File: src/rtl/onehot_rr_arbiter.sv
`default_nettype none
// ============================================================================
//  Module   : onehot_rr_arbiter
//  Purpose  : Round-robin arbiter with a registered binary grant index, its
//             one-hot decode, and a hold timer that force-releases long grants.
//  Revision : 1.0 - initial release
// ============================================================================
module onehot_rr_arbiter #(
    parameter int N        = 8,
    parameter int IDW      = 3,
    parameter int MAX_HOLD = 16
) (
    input  logic           clk,
    input  logic           rst_n,
    input  logic [N-1:0]   req,
    input  logic           done,
    output logic           gnt_valid,
    output logic [IDW-1:0] gnt_id,
    output logic [N-1:0]   gnt_onehot,
    output logic           timeout
);

    localparam int                 c_cnt_w     = $clog2(MAX_HOLD);
    localparam logic [c_cnt_w-1:0] c_hold_last = c_cnt_w'(MAX_HOLD - 1);

    typedef enum logic [0:0] {
        S_IDLE  = 1'b0,
        S_GRANT = 1'b1
    } state_t;

    state_t               r_state;
    logic [IDW-1:0]       r_last;
    logic [c_cnt_w-1:0]   r_hold_cnt;
    logic                 r_gnt_valid;
    logic [IDW-1:0]       r_gnt_id;
    logic                 r_timeout;

    logic                 w_found;
    logic [IDW-1:0]       w_winner;
    logic                 w_owner_req;
    logic                 w_at_limit;
    logic                 w_release;

    // Scan last+1, last+2, ... wrapping; index arithmetic wraps naturally in IDW bits.
    always_comb begin : p_pick
        logic [IDW-1:0] cand;
        w_found  = 1'b0;
        w_winner = '0;
        cand     = '0;
        for (int k = 1; k <= N; k++) begin
            cand = r_last + IDW'(k);
            if (!w_found && req[cand]) begin
                w_found  = 1'b1;
                w_winner = cand;
            end
        end
    end

    assign w_owner_req = req[r_gnt_id];
    assign w_at_limit  = (r_hold_cnt == c_hold_last);
    assign w_release   = done || !w_owner_req || w_at_limit;

    always_ff @(posedge clk) begin
        if (!rst_n) begin
            r_state     <= S_IDLE;
            r_last      <= IDW'(N - 1);
            r_hold_cnt  <= '0;
            r_gnt_valid <= 1'b0;
            r_gnt_id    <= '0;
            r_timeout   <= 1'b0;
        end else begin
            r_timeout <= 1'b0;
            case (r_state)
                S_IDLE: begin
                    if (w_found) begin
                        r_state     <= S_GRANT;
                        r_gnt_valid <= 1'b1;
                        r_gnt_id    <= w_winner;
                        r_last      <= w_winner;
                        r_hold_cnt  <= '0;
                    end
                end
                S_GRANT: begin
                    if (w_release) begin
                        r_state     <= S_IDLE;
                        r_gnt_valid <= 1'b0;
                        // Only a pure timer expiry is flagged; done or a dropped request win.
                        r_timeout   <= w_at_limit && !done && w_owner_req;
                    end else begin
                        r_hold_cnt  <= r_hold_cnt + 1'b1;
                    end
                end
                default: r_state <= S_IDLE;
            endcase
        end
    end

    assign gnt_valid  = r_gnt_valid;
    assign gnt_id     = r_gnt_id;
    assign gnt_onehot = r_gnt_valid ? (N'(1) << r_gnt_id) : '0;
    assign timeout    = r_timeout;

endmodule
`default_nettype wire

File: config.mk
export PLATFORM = sky130hd
export DESIGN_NAME = onehot_rr_arbiter
export DESIGN_NICKNAME = d
export VERILOG_FILES = /design/src/rtl/onehot_rr_arbiter.sv
export SDC_FILE = /design/constraint.sdc
export NUM_CORES = 1
export LEC_CHECK = 0
export CELL_PAD_IN_SITES_DETAIL_PLACEMENT = 1
export CELL_PAD_IN_SITES_GLOBAL_PLACEMENT = 1
export CORE_ASPECT_RATIO = 0.8
export CORE_MARGIN = 2
export CORE_UTILIZATION = 44
export DETAILED_ROUTE_END_ITERATION = 16
export PLACE_DENSITY = 0.95
export SYNTH_ARGS = -nofsm -noshare
export SYNTH_HDL_FRONTEND = slang
export SYNTH_SLANG_ARGS = --single-unit
File: constraint.sdc
create_clock -name clk -period 5.6 [get_ports clk]
set_input_delay 1.12 -clock clk [delete_from_list [all_inputs] [get_ports clk]]
set_output_delay 1.12 -clock clk [all_outputs]
set_load 0.05 [all_outputs]
# Word level (Yosys, flattened, before mapping)
# Index checks and enable logic that the tools add are counted.
# word_totals
ff_bits	13
input_bits	11
output_inout_bits	13
word_cells	97
# classes
n_addsub	8
order_cmp	9
eq_ne	4
shifts	1
mux	44
bitwise	1
n_reduce_logical	24
# op_table
cell	count
$lt A3 B4 Y1 const B	9
$bmux W1 S3	9
$mux W3	8
$mux W1	21
$add A3 B3 Y3 const B	4
$logic_and A1 B1 Y1	9
$logic_not A1 Y1	9
$mux W4	2
$mux W8	1
$pmux W4 S2	1
$shl A1 B3 Y8 const A	1
$add A3 B2 Y3 const B	2
$reduce_and A2 Y1	3
$add A4 B1 Y4 const B	1
$eq A4 B4 Y1 const B	1
$ne A2 B2 Y1 const B	2
$pmux W1 S2	2
$add A3 B1 Y3 const B	1
$reduce_and A3 Y1	1
$logic_or A1 B1 Y1	2
$ne A2 B1 Y1 const B	1
$not A1 Y1	1

# Longest topological paths before layout
# Gate-level depths: netlist of the first run.
# depth
ltp_word	27
depth_mapped	11
depth_no_buf	8

# Worst setup path after synthesis of the first run
# No wires, ideal clock.
# synth_path
path_type	reg-to-output
from	register r_gnt_id[2], in the netlist gnt_id[2]
to	output gnt_onehot[4]
arrival_time_ns	1.934
setup_slack_ns	2.546
stages_incl_launch_ff	3
n_path_buf	0
path_cell_list	dfxtp_1 > nand2_1 > nor3_1
# synth_between
elab_chain_cells	2
# synth_rtl
element	line_no	text
from (decl)	35	logic [IDW-1:0] r_gnt_id;
from (signal assigned)	78	r_gnt_id <= w_winner;
$shl A1 B3 Y8	100	assign gnt_onehot = r_gnt_valid ? (N'(1) << r_gnt_id) : '0;
$mux W8	100	
to (decl)	19	output logic [N-1:0] gnt_onehot,
# Every way passes these cells.

# Worst setup path in the final report of the first run
# layout_path
from	register r_last[1]
to	register r_last[0]
# layout_between
elab_chain_cells	26
word_cells_on_any_way	54
classes_between	add/sub: 7; mux: 32; reduce/logical: 15
# layout_rtl
element	line_no	text
from (decl)	32	logic [IDW-1:0] r_last;
from (signal assigned)	66	r_last <= IDW'(N - 1);
from (signal assigned)	79	r_last <= w_winner;
$add A3 B1 Y3	51	cand = r_last + IDW'(k);
$bmux W1 S3	52	if (!w_found && req[cand]) begin
$mux W1 (implied by the code)	52	
$mux W1	52	
$logic_not A1 Y1	52	
$logic_and A1 B1 Y1	52	
$mux W1	52	
$logic_not A1 Y1	52	
[10 not listed]	-	
$mux W1	52	
$logic_not A1 Y1	52	
$logic_and A1 B1 Y1	52	
$mux W1	52	
$logic_not A1 Y1	52	
$logic_and A1 B1 Y1	52	
$mux W1	52	
$reduce_and A2 Y1 (no line)	-	
# Several ways; a longest one is shown, not always the timed one. The select of a mux whose other input is x is not followed.
# A chain may end at the register's enable or synchronous reset.

==> results.cfg, run 1 <==
[clock_tree]
clockRootBuffer = clkbuf_8
cts_sinks = 13
cts_setup_buffers = 0
cts.repair.resized = 0
cts_buffers = 3
clock_path_buffers = 2
path_clk_slew_ns = 0.06
clock_latency_ns = 0.26
hold_buffers = 0
tritoncts = built
h-tree-depth = 1

[cells_and_area]
nNetsFinal = 207
mostFrequentLayoutCell = clkdlybuf4s50_1
area_growth_pct = 17.62
diodes = 0
instances_no_fill = 234
final_layout_size_suffix_gt1_share_pct = 14.58
layout_common_cells = 23 x clkdlybuf4s50_1, 18 x nand2_1, 13 x dfxtp_1

[power]
p_clk_share_pct = 9.2
intPower_mw = 0.4717
combPwrFrac_pct = 72.1
p_sw_share_pct = 52.20
powerDensity_nw_per_um2 = 542.0
power_frac_seq_pct = 18.7
power.switching_mw = 0.5150
vdd_ir_drop_max_mv = 0.2496
power_leakage_nw = 0.6443

[routing]
dr.first_iter.drc_count = 94
final_antenna_net_count = 0
first_pass_iters = 4
wirelength_um = 4682
vias = 1541
viasPerCell = 6.585
drc = 0
avgRoutedWirePerCell_um = 20.01

[floorplanning]
num_rows = 19
coreArea_um2 = 3400
die-area_um2 = 4011
die_h_um = 57.05
die_w_um = 70.31
initial_core_util_pct = 45.53
ios = 24

[synthesis]
syn-cell-area_um2 = 1548
synth_ff_type = dfxtp_1
synth_edf_count = 0
synthSimpleGateAreaFrac_pct = 22.23
synthAdderAreaFrac_pct = 2.425
synthMuxAreaShare_pct = 28.21
synth-compound-area-share_pct = 22.80
synth_cell_type_count = 56
async_flop_share_pct = 0
synth_nets = 188
synth_top_family_by_area = multiplexers
synthXorXnorAreaFrac_pct = 2.183
yosysWarnings = 0
syn_avg_cell_area_um2 = 8.895
yosysSeqAreaShare_pct = 16.81
synthCells = 174
ys_ff_latch = 13

[critical_path]
worst-path-buf-inv = 1
endpoint_kind = flop
crit_required_ns = 5.72
slowest_stage = dfxtp_1
path_max_fanout = 14
worstSetupStartpointType = flop
arrival_ns = 3.70
path_cells = inv_1 > ha_1 > mux4_2 > mux2_2 > or3_1 > o32a_1 > o21ai_1 > a32oi_1
r2r_slack_ns = 2.02
max_stage_delay_ns = 0.64
worst_path_dominant_cell_family = multiplexers
crit_type = reg -> reg

[timing]
finalMaxSlewViolations = 0
slew_headroom_pct = 35.73
setup_viol = 0
period_share_pct = 63.94
setup_ws_ns = 2.019
rsz0062_at_grt = false
setup-tns-final_ns = 0
period_needed_ns = 3.581
clock.fmax_ghz = 0.2793
worst_slew_pin_slew_ns = 0.9628
finalClockSkew_ns = 0.0009546
hold_violations = 0

[place]
dp_cells = 229
gp_congestion = 0.8390
place_ws_ns = 1.882
hpwl_um = 3617
port_buffers = 23

[global_route]
antenna_found_initial = 0
grt_max_degree = 22
grt_usage_pct = 23.61
grt_pass1_vias = 1452
grt_overflow = 0
grt_pass1_wl_um = 7569

[worst_hold_path]
hp-class = reg -> reg

[status]
status = completed

[run]
drv_cap = 0
[stage by stage]
stage	total power, mW	hold slack, ns	instance area [µm²]	utilization [%]
2_1_floorplan	0.7258	0.4229	1548	-
3_3_place_gp	0.8378	0.4450	1770	52.08
3_5_place_dp	0.8781	0.4592	1770	52.08
4_1_cts	0.9702	0.4883	1815	53.40
5_1_grt	1.044	0.5089	1821	53.55
6_report	0.9867	0.4966	1821	53.55
[power groups by stage]
stage	sequential, mW	clock (mW)	combinational (mW)
after CTS	0.183	0.0886	0.698
after global routing	0.192	0.0912	0.761
after global placement	0.179	0	0.659
after detailed placement	0.185	0	0.693
after floorplan	0.154	0	0.572
final	0.185	0.0908	0.711
[area by class of cell]
class / count / area [µm²]
sequential: 13 / 260.3
clock buffer: 4 / 45.04
multi-input combinational: 145 / 1205
timing repair buffer: 24 / 235.2
fill: 401 / 1579
inverter: 6 / 22.52
tap: 42 / 52.55
[logic make-up after synthesis]
logic type | Yosys count
and+or+nand+nor | 65
AOI/OAI and AO/OA | 48
muxes | 26
buffers and inverters | 16
DFF | 13
xor gates and xnor gates | 3
adders and majority gates | 3
[synthesized netlist by cell type, types with 3 or more instances]
| cell type | n | area share (%) |
|---|---|---|
| nand2_1 | 18 | 4.4 |
| dfxtp_1 | 13 | 17 |
| o21ai_0 | 12 | 3.9 |
| mux4_2 | 11 | 16 |
| nor2_1 | 10 | 2.4 |
| and2_1 | 7 | 2.8 |
| inv_1 | 6 | 1.5 |
| mux2i_1 | 6 | 3.9 |
| nand2b_1 | 6 | 2.4 |
| mux2_2 | 5 | 3.6 |
| a21oi_1 | 4 | 1.3 |
| a31oi_1 | 4 | 1.6 |
| nand3_1 | 4 | 1.3 |
| nor2b_1 | 4 | 1.6 |
| a32oi_1 | 3 | 1.7 |
| buf_2 | 3 | 0.97 |
| ha_1 | 3 | 2.4 |
| nor3_1 | 3 | 0.97 |
[flip-flops by register name, indices dropped and copies added (netlist names)]
name and flops:
timeout 1, gnt_id 3, r_state 1, r_last 3, r_hold_cnt 4, gnt_valid 1
[final timing paths]
kind                                    start       endpoint  cells after the start
worst max-delay path                r_last[1]      r_last[0]                      8
worst min-delay path            r_hold_cnt[2]  r_hold_cnt[2]                      1
worst max register to register      r_last[1]      r_last[0]                      8
worst min register to register  r_hold_cnt[2]  r_hold_cnt[2]                      1
[per-layer routing]
layer	vias to the layer above	part of all wire, %	global-route usage [%]
met5	-	0	0
met4	0	1.4	4.670
met1	780	46	32.56
met3	9	4.6	2.650
li1	705	-	-
met2	47	48	40.57
[worst reg2reg max path: stages (launching register included)]
cell and delay (ns):
dfxtp_1 0.64, inv_1 0.38, ha_1 0.59, mux4_2 0.63, mux2_2 0.34, or3_1 0.36, o32a_1 0.20, o21ai_1 0.19
a32oi_1 0.12
No activity file was read; power rests on OpenSTA's default activity.
==> run 2: changes to the inputs <==
--- a/config.mk
+++ b/config.mk
@@ -9,9 +9,9 @@
 export CELL_PAD_IN_SITES_GLOBAL_PLACEMENT = 1
 export CORE_ASPECT_RATIO = 0.8
 export CORE_MARGIN = 2
-export CORE_UTILIZATION = 44
+export CORE_UTILIZATION = 41
 export DETAILED_ROUTE_END_ITERATION = 16
-export PLACE_DENSITY = 0.95
+export PLACE_DENSITY = 0.91
 export SYNTH_ARGS = -nofsm -noshare
 export SYNTH_HDL_FRONTEND = slang
 export SYNTH_SLANG_ARGS = --single-unit
==> constraint.sdc (replaced) <==
create_clock -name clk -period 3.5 [get_ports clk]
set_input_delay 0.7 -clock clk [delete_from_list [all_inputs] [get_ports clk]]
set_output_delay 0.7 -clock clk [all_outputs]
set_load 0.05 [all_outputs]
==> results.cfg, run 2 (same netlist as run 1, synthesis figures left out) <==
[routing]
dr.first_iter.drc_count = 111
wirelength_um = 4789
first_pass_iters = 4
final_antenna_net_count = 0
avgRoutedWirePerCell_um = 20.12
viasPerCell = 6.500
drc = 0
vias = 1547

[power]
p_clk_share_pct = 8.5
p_sw_share_pct = 51.23
power_leakage_nw = 0.6641
vdd_ir_drop_max_mv = 0.2921
power_frac_seq_pct = 15.5
combPwrFrac_pct = 76.0
powerDensity_nw_per_um2 = 861.3
power.switching_mw = 0.8177
intPower_mw = 0.7783

[clock_tree]
h-tree-depth = 1
path_clk_slew_ns = 0.06
clock_latency_ns = 0.25
clock_path_buffers = 2
cts_buffers = 3
cts_sinks = 13
cts_setup_buffers = 0
hold_buffers = 0
tritoncts = built
cts.repair.resized = 0
clockRootBuffer = clkbuf_8

[critical_path]
endpoint_kind = flop
max_stage_delay_ns = 0.60
worst_path_dominant_cell_family = multiplexers
arrival_ns = 3.05
path_cells = clkdlybuf4s50_1 > mux2i_1 > and2_1 > mux4_2 > a41oi_4 > and2_1 > a32oi_1
worst-path-buf-inv = 1
crit_top_cell = and2_1
slowest_stage = clkdlybuf4s50_1
worstSetupStartpointType = input pin
path_max_fanout = 9
crit_type = in -> reg
crit_required_ns = 3.61

[cells_and_area]
area_growth_pct = 19.73
top_register = r_hold_cnt
layout_common_cells = 23 x clkdlybuf4s50_1, 18 x nand2_1, 13 x dfxtp_1
nNetsFinal = 211
largest_reg_flops = 4
nFillCells = 419
mostFrequentLayoutCell = clkdlybuf4s50_1
diodes = 0
final_layout_size_suffix_gt1_share_pct = 16.33

[timing]
setup-tns-final_ns = 0
period_needed_ns = 2.939
period_share_pct = 83.96
finalClockSkew_ns = 0.003521
rsz0062_at_grt = false
finalMaxSlewViolations = 0
hold_violations = 0
worst_slew_pin_slew_ns = 0.7848
slew_headroom_pct = 47.61
clock.fmax_ghz = 0.3403
setup_viol = 0
whs_ns = 0.4701

[floorplanning]
die-area_um2 = 4285
num_rows = 19
die_h_um = 58.96
initial_core_util_pct = 43.99
coreArea_um2 = 3518
ios = 24
die_w_um = 72.69

[status]
status = completed

[global_route]
grt_pass1_wl_um = 7914
grt_max_degree = 21
grt_usage_pct = 23.90
grt_overflow = 0
grt_pass1_vias = 1534
antenna_found_initial = 0

[place]
port_buffers = 23
hpwl_um = 3783
gp_congestion = 1.004

[worst_hold_path]
hp-class = reg -> reg

[run]
drv_cap = 0
==> run 2: changes by cell type in the layout (fill, tap and decap cells not counted) <==
cell,before,now
buf_4,0,5
clkbuf_2,1,0
==> run 2: worst reg2reg max path, delay by kind of cell, from the launching register on <==
family             cells  cell delay, ns
AOI/OAI and AO/OA      2            0.33
and+or+nand+nor        2            0.69
muxes                  2            0.90
DFF                    1            0.83
==> run 2: layer usage <==
metal  share of wire, %  track usage (%)  vias to the layer above
met3                4.0            2.568                        9
met1                 44            32.26                      791
met2                 51            41.04                       32
li1                   -                -                      715
met4                1.2            6.349                        0
met5                  0                0                        -
==> run 2: per-stage QoR <==
stage	worst slack, ns	instance area (µm²)	utilization, %	power (mW)	std cells
2_1_floorplan	0.5538	1548	-	1.161	174
3_3_place_gp	0.4402	1808	51.39	1.396	234
3_5_place_dp	0.3281	1808	51.39	1.444	234
4_1_cts	0.5822	1853	52.67	1.587	238
5_1_grt	0.4359	1853	52.67	1.705	238
6_report	0.5613	1853	52.67	1.596	238
==> run 2: power by group through the flow <==
stage / sequential (mW) / combinational (mW) / clock (mW)
after floorplan: 0.246 / 0.915 / 0
after global placement: 0.246 / 1.15 / 0
after detailed placement: 0.249 / 1.19 / 0
after CTS: 0.246 / 1.20 / 0.137
after global routing: 0.256 / 1.31 / 0.143
final: 0.247 / 1.21 / 0.136
==> run 2: final cells by class <==
cell class                      count  area [µm²]  share of cell area (%)
Clock buffer                        4       45.04                   2.431
Inverter                            6       22.52                   1.215
Multi-Input combinational cell    145        1205                   65.02
Sequential cell                    13       260.3                   14.04
Tap cell                           42       52.55                   2.836
Timing Repair Buffer               28       267.8                   14.45
==> run 2: final timing paths <==
| path | from | to | cells past startpoint | slack (ns) |
|---|---|---|---|---|
| worst max-delay path | req[1] | r_last[0] | 7 | 0.56 |
| worst max register to register | r_last[2] | r_hold_cnt[1] | 6 | 0.69 |
| worst min register to register | r_hold_cnt[3] | r_hold_cnt[3] | 1 | 0.47 |
| worst min-delay path | r_hold_cnt[3] | r_hold_cnt[3] | 1 | 0.47 |
